===== src/rtl/seq_muldiv_unit.sv =====
// seq_muldiv_unit
//   Multi-cycle multiply/divide unit. Iterates one bit per clock over a
//   WIDTH-bit datapath: shift-add multiply into a 2*WIDTH accumulator, or
//   restoring division producing quotient and remainder.
//
//   Optional feature macro: MULDIV_SIGNED_EN
//     defined   -> sgn=1 treats a/b as two's complement (magnitudes iterated,
//                  signs fixed up on the final load, no extra cycle)
//     undefined -> sgn ignored, all operations unsigned
//
// Ports
//   clk        in   clock, rising edge
//   rst        in   asynchronous reset, active-low
//   start      in   request, sampled in IDLE or DONE
//   op         in   0 = multiply, 1 = divide
//   sgn        in   signed request (only with MULDIV_SIGNED_EN)
//   a, b       in   WIDTH  multiplicand/dividend, multiplier/divisor
//   busy       out  high while iterating
//   done       out  one-cycle pulse, results valid
//   result_lo  out  WIDTH  product low half / quotient
//   result_hi  out  WIDTH  product high half / remainder
//   div_zero   out  divide with b == 0
//   zero       out  mul: product == 0, div: quotient == 0
module seq_muldiv_unit #(
  parameter int WIDTH = 16
) (
  input  logic             clk,
  input  logic             rst,
  input  logic             start,
  input  logic             op,
  input  logic             sgn,
  input  logic [WIDTH-1:0] a,
  input  logic [WIDTH-1:0] b,
  output logic             busy,
  output logic             done,
  output logic [WIDTH-1:0] result_lo,
  output logic [WIDTH-1:0] result_hi,
  output logic             div_zero,
  output logic             zero
);

  localparam int CW = $clog2(WIDTH) + 1;

  typedef enum logic [1:0] {IDLE, RUN, DONE} state_t;

  state_t             state;
  logic [CW-1:0]      cnt;
  logic               op_r;
  logic               dz_r;
  logic [WIDTH-1:0]   a_raw;
  logic [WIDTH-1:0]   mcand;   // multiplicand (mul) or divisor (div) magnitude
  logic [2*WIDTH-1:0] acc;     // mul: {partial product, remaining multiplier}
  logic [WIDTH-1:0]   rem;
  logic [WIDTH-1:0]   quo;     // div: dividend shifting out, quotient shifting in
  logic               neg_q;
  logic               neg_r;

  logic               a_neg;
  logic               b_neg;
  logic [WIDTH-1:0]   a_mag;
  logic [WIDTH-1:0]   b_mag;

`ifdef MULDIV_SIGNED_EN
  assign a_neg = sgn & a[WIDTH-1];
  assign b_neg = sgn & b[WIDTH-1];
  assign a_mag = a_neg ? (~a + 1'b1) : a;
  assign b_mag = b_neg ? (~b + 1'b1) : b;
`else
  logic unused_sgn;
  assign unused_sgn = sgn;
  assign a_neg = 1'b0;
  assign b_neg = 1'b0;
  assign a_mag = a;
  assign b_mag = b;
`endif

  // One iteration step for both datapaths.
  logic [WIDTH:0]     mul_sum;
  logic [2*WIDTH-1:0] acc_nx;
  logic [WIDTH:0]     shifted;
  logic [WIDTH:0]     trial;
  logic [WIDTH-1:0]   rem_nx;
  logic [WIDTH-1:0]   quo_nx;

  always_comb begin
    mul_sum = {1'b0, acc[2*WIDTH-1:WIDTH]} + {1'b0, mcand};
    acc_nx  = acc[0] ? {mul_sum, acc[WIDTH-1:1]} : {1'b0, acc[2*WIDTH-1:1]};
    shifted = {rem, quo[WIDTH-1]};
    trial   = shifted - {1'b0, mcand};
    // Remainder stays below the divisor, so bit WIDTH of the trial is its sign.
    rem_nx  = trial[WIDTH] ? shifted[WIDTH-1:0] : trial[WIDTH-1:0];
    quo_nx  = {quo[WIDTH-2:0], ~trial[WIDTH]};
  end

  // Final values with sign fixup applied on the RUN -> DONE load.
  logic [2*WIDTH-1:0] prod_f;
  logic [WIDTH-1:0]   quo_f;
  logic [WIDTH-1:0]   rem_f;

`ifdef MULDIV_SIGNED_EN
  assign prod_f = neg_q ? (~acc_nx + 1'b1) : acc_nx;
  assign quo_f  = neg_q ? (~quo_nx + 1'b1) : quo_nx;
  assign rem_f  = neg_r ? (~rem_nx + 1'b1) : rem_nx;
`else
  logic unused_neg;
  assign unused_neg = neg_q ^ neg_r;
  assign prod_f = acc_nx;
  assign quo_f  = quo_nx;
  assign rem_f  = rem_nx;
`endif

  always_ff @(posedge clk or negedge rst) begin
    if (!rst) begin
      state     <= IDLE;
      cnt       <= '0;
      op_r      <= 1'b0;
      dz_r      <= 1'b0;
      a_raw     <= '0;
      mcand     <= '0;
      acc       <= '0;
      rem       <= '0;
      quo       <= '0;
      neg_q     <= 1'b0;
      neg_r     <= 1'b0;
      busy      <= 1'b0;
      done      <= 1'b0;
      result_lo <= '0;
      result_hi <= '0;
      div_zero  <= 1'b0;
      zero      <= 1'b0;
    end else begin
      case (state)
        IDLE, DONE: begin
          done <= 1'b0;
          if (start) begin
            op_r  <= op;
            a_raw <= a;
            neg_q <= a_neg ^ b_neg;
            neg_r <= a_neg;
            dz_r  <= op && (b == '0);
            // Divide by zero runs a single pass so busy never rises.
            cnt   <= (op && (b == '0)) ? CW'(1) : CW'(WIDTH);
            if (op) begin
              quo   <= a_mag;
              rem   <= '0;
              mcand <= b_mag;
            end else begin
              acc   <= {{WIDTH{1'b0}}, b_mag};
              mcand <= a_mag;
            end
            state <= RUN;
          end else begin
            state <= IDLE;
          end
        end

        RUN: begin
          cnt <= cnt - 1'b1;
          // busy covers all but the final iteration cycle.
          busy <= (cnt != CW'(1));
          if (op_r) begin
            rem <= rem_nx;
            quo <= quo_nx;
          end else begin
            acc <= acc_nx;
          end
          if (cnt == CW'(1)) begin
            state <= DONE;
            done  <= 1'b1;
            if (dz_r) begin
              result_lo <= '1;
              result_hi <= a_raw;
              zero      <= 1'b0;
              div_zero  <= 1'b1;
            end else if (op_r) begin
              result_lo <= quo_f;
              result_hi <= rem_f;
              zero      <= (quo_f == '0);
              div_zero  <= 1'b0;
            end else begin
              result_lo <= prod_f[WIDTH-1:0];
              result_hi <= prod_f[2*WIDTH-1:WIDTH];
              zero      <= (prod_f == '0);
              div_zero  <= 1'b0;
            end
          end
        end

        default: state <= IDLE;
      endcase
    end
  end

endmodule


===== config.mk =====
export PLATFORM = sky130hd
export DESIGN_NAME = seq_muldiv_unit
export DESIGN_NICKNAME = d
export VERILOG_FILES = /design/src/rtl/seq_muldiv_unit.sv
export SDC_FILE = /design/constraint.sdc
export NUM_CORES = 1
export LEC_CHECK = 0
export BUFFER_PORTS_ARGS = -buffer_cell sky130_fd_sc_hd__buf_2
export CORE_MARGIN = 5
export CORE_UTILIZATION = 44
export DETAILED_ROUTE_END_ITERATION = 8
export GPL_TIMING_DRIVEN = 0
export MAX_ROUTING_LAYER = met4
export PLACE_DENSITY = 0.72
export SLEW_MARGIN = 20
export SYNTH_ARGS = -nofsm -noshare
export SYNTH_HDL_FRONTEND = slang
export SYNTH_SLANG_ARGS = --single-unit

===== constraint.sdc =====
create_clock -name clk -period 3.85 [get_ports clk]
set_input_delay 0.77 -clock clk [delete_from_list [all_inputs] [get_ports clk]]
set_output_delay 0.77 -clock clk [all_outputs]
set_load 0.01 [all_outputs]

==> flow_summary_export.csv <==
group,metric,value,unit
synth,syn_area,0.008230,mm²
detailed_routing,drtPass1Iterations,5,
floorplan,ios,73,
synth,synth-edff-count,0,
status,outcome,"complete, no violations",
clock_network,root_buffer,"clkbuf_16",
global_routing,antenna_found_initial,0,
clock_network,cts_max_path_buffers,2,
clock_network,clk_latency,0.43,ns
global_routing,grt_max_degree,88,
flow_run,drv_cap,0,
critical_path,crit_fanout,7,
floorplan,initial_utilization,0.4430,
place,gp_congestion,0.9692,
detailed_routing,drt_iter0_markers,768,
synth,syn_area_per_cell,8.850,µm²
synth,synthXorXnorAreaFrac,0.02022,
clock_network,clock-sinks,141,
pwr,powerDensity,1031,mW/mm²
floorplan,core_area,0.01858,mm²
timing,max_freq,0.2805,GHz
detailed_routing,vias,7522,
timing,skew,0.008113,ns
synth,synthSimpleGateAreaFrac,0.1946,
detailed_routing,viasPerCell,5.942,
timing,period_minus_slack,3.564,ns
synth,synth_compound_area_frac,0.1809,
layout,stdcell_area,0.009457,mm²
timing,slew_viol_final,0,
critical_path,cpMaxStageDelayCell,"or4b_1",
global_routing,overflow,0,
layout,drive_above_1_share,0.1124,
pwr,vdd_drop_max,0.4707,mV
critical_path,regToRegStartpoint,"quo[15]$_DFFE_PN0P_",
synth,yosys_register_bits,141,
critical_path,cp-start-kind,"flop",
synth,synthMuxAreaShare,0.08194,
detailed_routing,drc_errors,0,
timing,worstMarginPinSlew,1.023,ns
pwr,leakage,4.446,nW
clock_network,cts_tree,"done",
place,numPortBuffers,70,
layout,antenna_cells,0,
synth,yosysWarnings,0,
floorplan,die_area,0.02154,mm²
critical_path,crit_chain,"inv_1 > ha_1 > inv_1 > fa_1 > a211oi_1 > o21ai_1 > or4b_1 > o211a_2 > nor3_4 > buf_12 > mux2i_2 > nor3_1 > a2111oi_1 > nor2_1",
timing,setup_violations,0,
clock_network,htree_levels,4,
synth,yosys.area_share.adder,0.05655,
place,place_hpwl,19740,µm
critical_path,cpMostUsedCell,"inv_1",
critical_path,rr_endpoint,"result_hi[4]$_DFFE_PN0P_",
timing,worst_slew_margin_rel,0.3091,
critical_path,reg2reg_depth,14,
synth,yosys.cell_types.count,65,
synth,seq_area_frac_synth,0.4287,
timing,hold_violations,0,
place,placed_area,0.008911,mm²
synth,syn_inst,930,
global_routing,grt_pass1_wl,40510,µm
timing,rsz0062_at_grt,"no",
hold_path,worst_hold_path_type,"primary input to async pin",
global_routing,grt_pass1_vias,7244,
critical_path,r2r_slack,0.29,ns
clock_network,cts_buffers,17,
clock_network,clk_pin_slew_worst_paths,0.06,ns
synth,synth_top_family_by_area,"simple AND/OR/NAND/NOR gates",
critical_path,worstPathRequired,4.15,ns
global_routing,grt_usage,0.2489,
synth,syn-num-nets,1003,
detailed_routing,drtAntennaViolNets,0,
critical_path,crit_arrival,3.86,ns
critical_path,criticalPathCategory,"flop to flop",
critical_path,slowest_delay,0.48,ns
floorplan,fp.dieW,146.8,µm
timing,period_share,0.9258,
critical_path,crit_path_end_kind,"flop",
layout,final_util,0.5090,
floorplan,floorplan.rows,50,
floorplan,die_height,146.8,µm
layout,fin_nets,1096,
layout,syn2layout_area_growth,14.90,%
timing,final.setup.tns,0,ns
detailed_routing,wl_per_cell,20.39,µm
detailed_routing,wl,25810,µm
synth,synthArstFlopShare,1.000,
synth,ys.flop_type,"dfrtp_1",
## final cells by class
class,count,area [µm²]
buffer,49,192.7
clock buffer,21,460.4
clock inverter,7,45.04
fill,1756,9124
inverter,30,112.6
multi-input combinational,710,4402
sequential,141,3528
tap,234,292.8
timing repair buffer,74,422.9
## cell usage in the layout (no fill, tap or decap), types with 9 or more instances in the layout
cell type  Yosys  routed
nand2_1      168     168
dfrtp_1      141     141
o21ai_0       96      96
nor2_1        77      77
buf_2          1      70
mux2i_1       64      63
a21oi_1       40      40
clkbuf_1      37      39
ha_1          34      34
inv_1         30      30
and2_1        17      17
clkbuf_16      0      17
a2111oi_0     16      15
xnor2_1       14      14
nand3_1       14      14
nor3_1        12      12
buf_1         10      10
nor4_1        10      10
a21o_1         9       9
a31oi_1        9       9
## state kept, by name (all words and copies together) (netlist names), 5 cells and up
name and flops:
a_raw 16, acc 32, cnt 5, mcand 16
quo 16, rem 16, result_hi 16, result_lo 16
## worst max path at each step
stage / from / end / slack (ns) / cells after the start
2_1_floorplan: mcand[0]$_DFFE_PN0P_ / zero$_DFFE_PN0P_ / 0.91 / 11
3_3_place_gp: quo[15]$_DFFE_PN0P_ / result_hi[4]$_DFFE_PN0P_ / -0.07 / 13
3_5_place_dp: quo[15]$_DFFE_PN0P_ / result_hi[4]$_DFFE_PN0P_ / -0.16 / 13
4_1_cts: quo[15]$_DFFE_PN0P_ / result_hi[4]$_DFFE_PN0P_ / 0.02 / 13
5_1_grt: quo[15]$_DFFE_PN0P_ / result_hi[4]$_DFFE_PN0P_ / 0.11 / 14
6_report: quo[15]$_DFFE_PN0P_ / result_hi[4]$_DFFE_PN0P_ / 0.29 / 14
## report_power, final
part | switching, mW | internal (mW) | total, mW
sequential | 0.650 | 2.17 | 2.82
combinational | 3.38 | 2.12 | 5.49
clock | 0.601 | 0.836 | 1.44
total | 4.63 | 5.12 | 9.75
## cell usage after synthesis, types with 3 or more instances
cell type | instances | share of area
nand2_1 | 168 | 0.077
dfrtp_1 | 141 | 0.43
o21ai_0 | 96 | 0.058
nor2_1 | 77 | 0.035
mux2i_1 | 64 | 0.078
a21oi_1 | 40 | 0.024
clkbuf_1 | 37 | 0.017
ha_1 | 34 | 0.052
inv_1 | 30 | 0.014
and2_1 | 17 | 0.013
a2111oi_0 | 16 | 0.017
nand3_1 | 14 | 0.0085
xnor2_1 | 14 | 0.015
nor3_1 | 12 | 0.0073
buf_1 | 10 | 0.0046
nor4_1 | 10 | 0.0076
a21o_1 | 9 | 0.0082
a31oi_1 | 9 | 0.0068
a22o_1 | 8 | 0.0085
and3_1 | 8 | 0.0061
nand4_1 | 8 | 0.0061
nor2b_1 | 8 | 0.0061
nand2b_1 | 7 | 0.0053
nand3b_1 | 7 | 0.0064
o22ai_1 | 6 | 0.0046
a211o_1 | 5 | 0.0053
o21a_1 | 5 | 0.0046
o21ai_1 | 5 | 0.0030
xor2_1 | 5 | 0.0053
a211oi_1 | 4 | 0.0036
o211ai_1 | 4 | 0.0036
mux2_2 | 3 | 0.0041
o21bai_1 | 3 | 0.0027
o31a_1 | 3 | 0.0032
or3_1 | 3 | 0.0023
## cells by family (layout without fill, tap and decap cells)
group | Yosys count | in the layout
AOI/OAI and AO/OA | 237 | 237
xor gates and xnor gates | 19 | 19
adders and majority gates | 36 | 36
buffers and inverters | 79 | 181
DFF | 141 | 141
muxes | 67 | 67
and+or+nand+nor | 351 | 351
## metal layers
| layer | share of wire | GRT usage |
|---|---|---|
| met1 | 0.44 | 0.3450 |
| met2 | 0.45 | 0.3704 |
| met3 | 0.085 | 0.05059 |
| met4 | 0.021 | 0.07573 |
| met5 | 0 | - |
## critical path: cells and delay by family (launching register included)
family / cells / cell delay [ns]
adder cells (fa/ha/maj): 2 / 0.43
buffers and inverters: 3 / 0.29
flip-flops: 1 / 0.46
AO/OA/AOI/OAI: 4 / 1.07
AND/OR/NAND/NOR: 4 / 0.78
multiplexers: 1 / 0.38
## metrics by stage
| stage | setup WS, ns | power (mW) | hold slack [ns] | std cells |
|---|---|---|---|---|
| after floorplan | 0.9135 | 6.367 | 0.4368 | 930 |
| after global placement | -0.06617 | 7.938 | 0.4568 | 1234 |
| after detailed placement | -0.1554 | 8.074 | 0.4660 | 1235 |
| after CTS | 0.01800 | 9.570 | 0.2687 | 1263 |
| after global routing | 0.1133 | 10.47 | 0.2798 | 1266 |
| final | 0.2855 | 9.749 | 0.2541 | 1266 |
## timing repair
action                                  4_1_cts  5_1_grt
endpoints found under the setup margin        1        2
hold endpoints to repair                      0        0
hold buffers                                  0        0
pin swaps                                     0        1
resized for setup                             2        0
setup buffers                                 0        3
(Power assumes the default switching activity.)
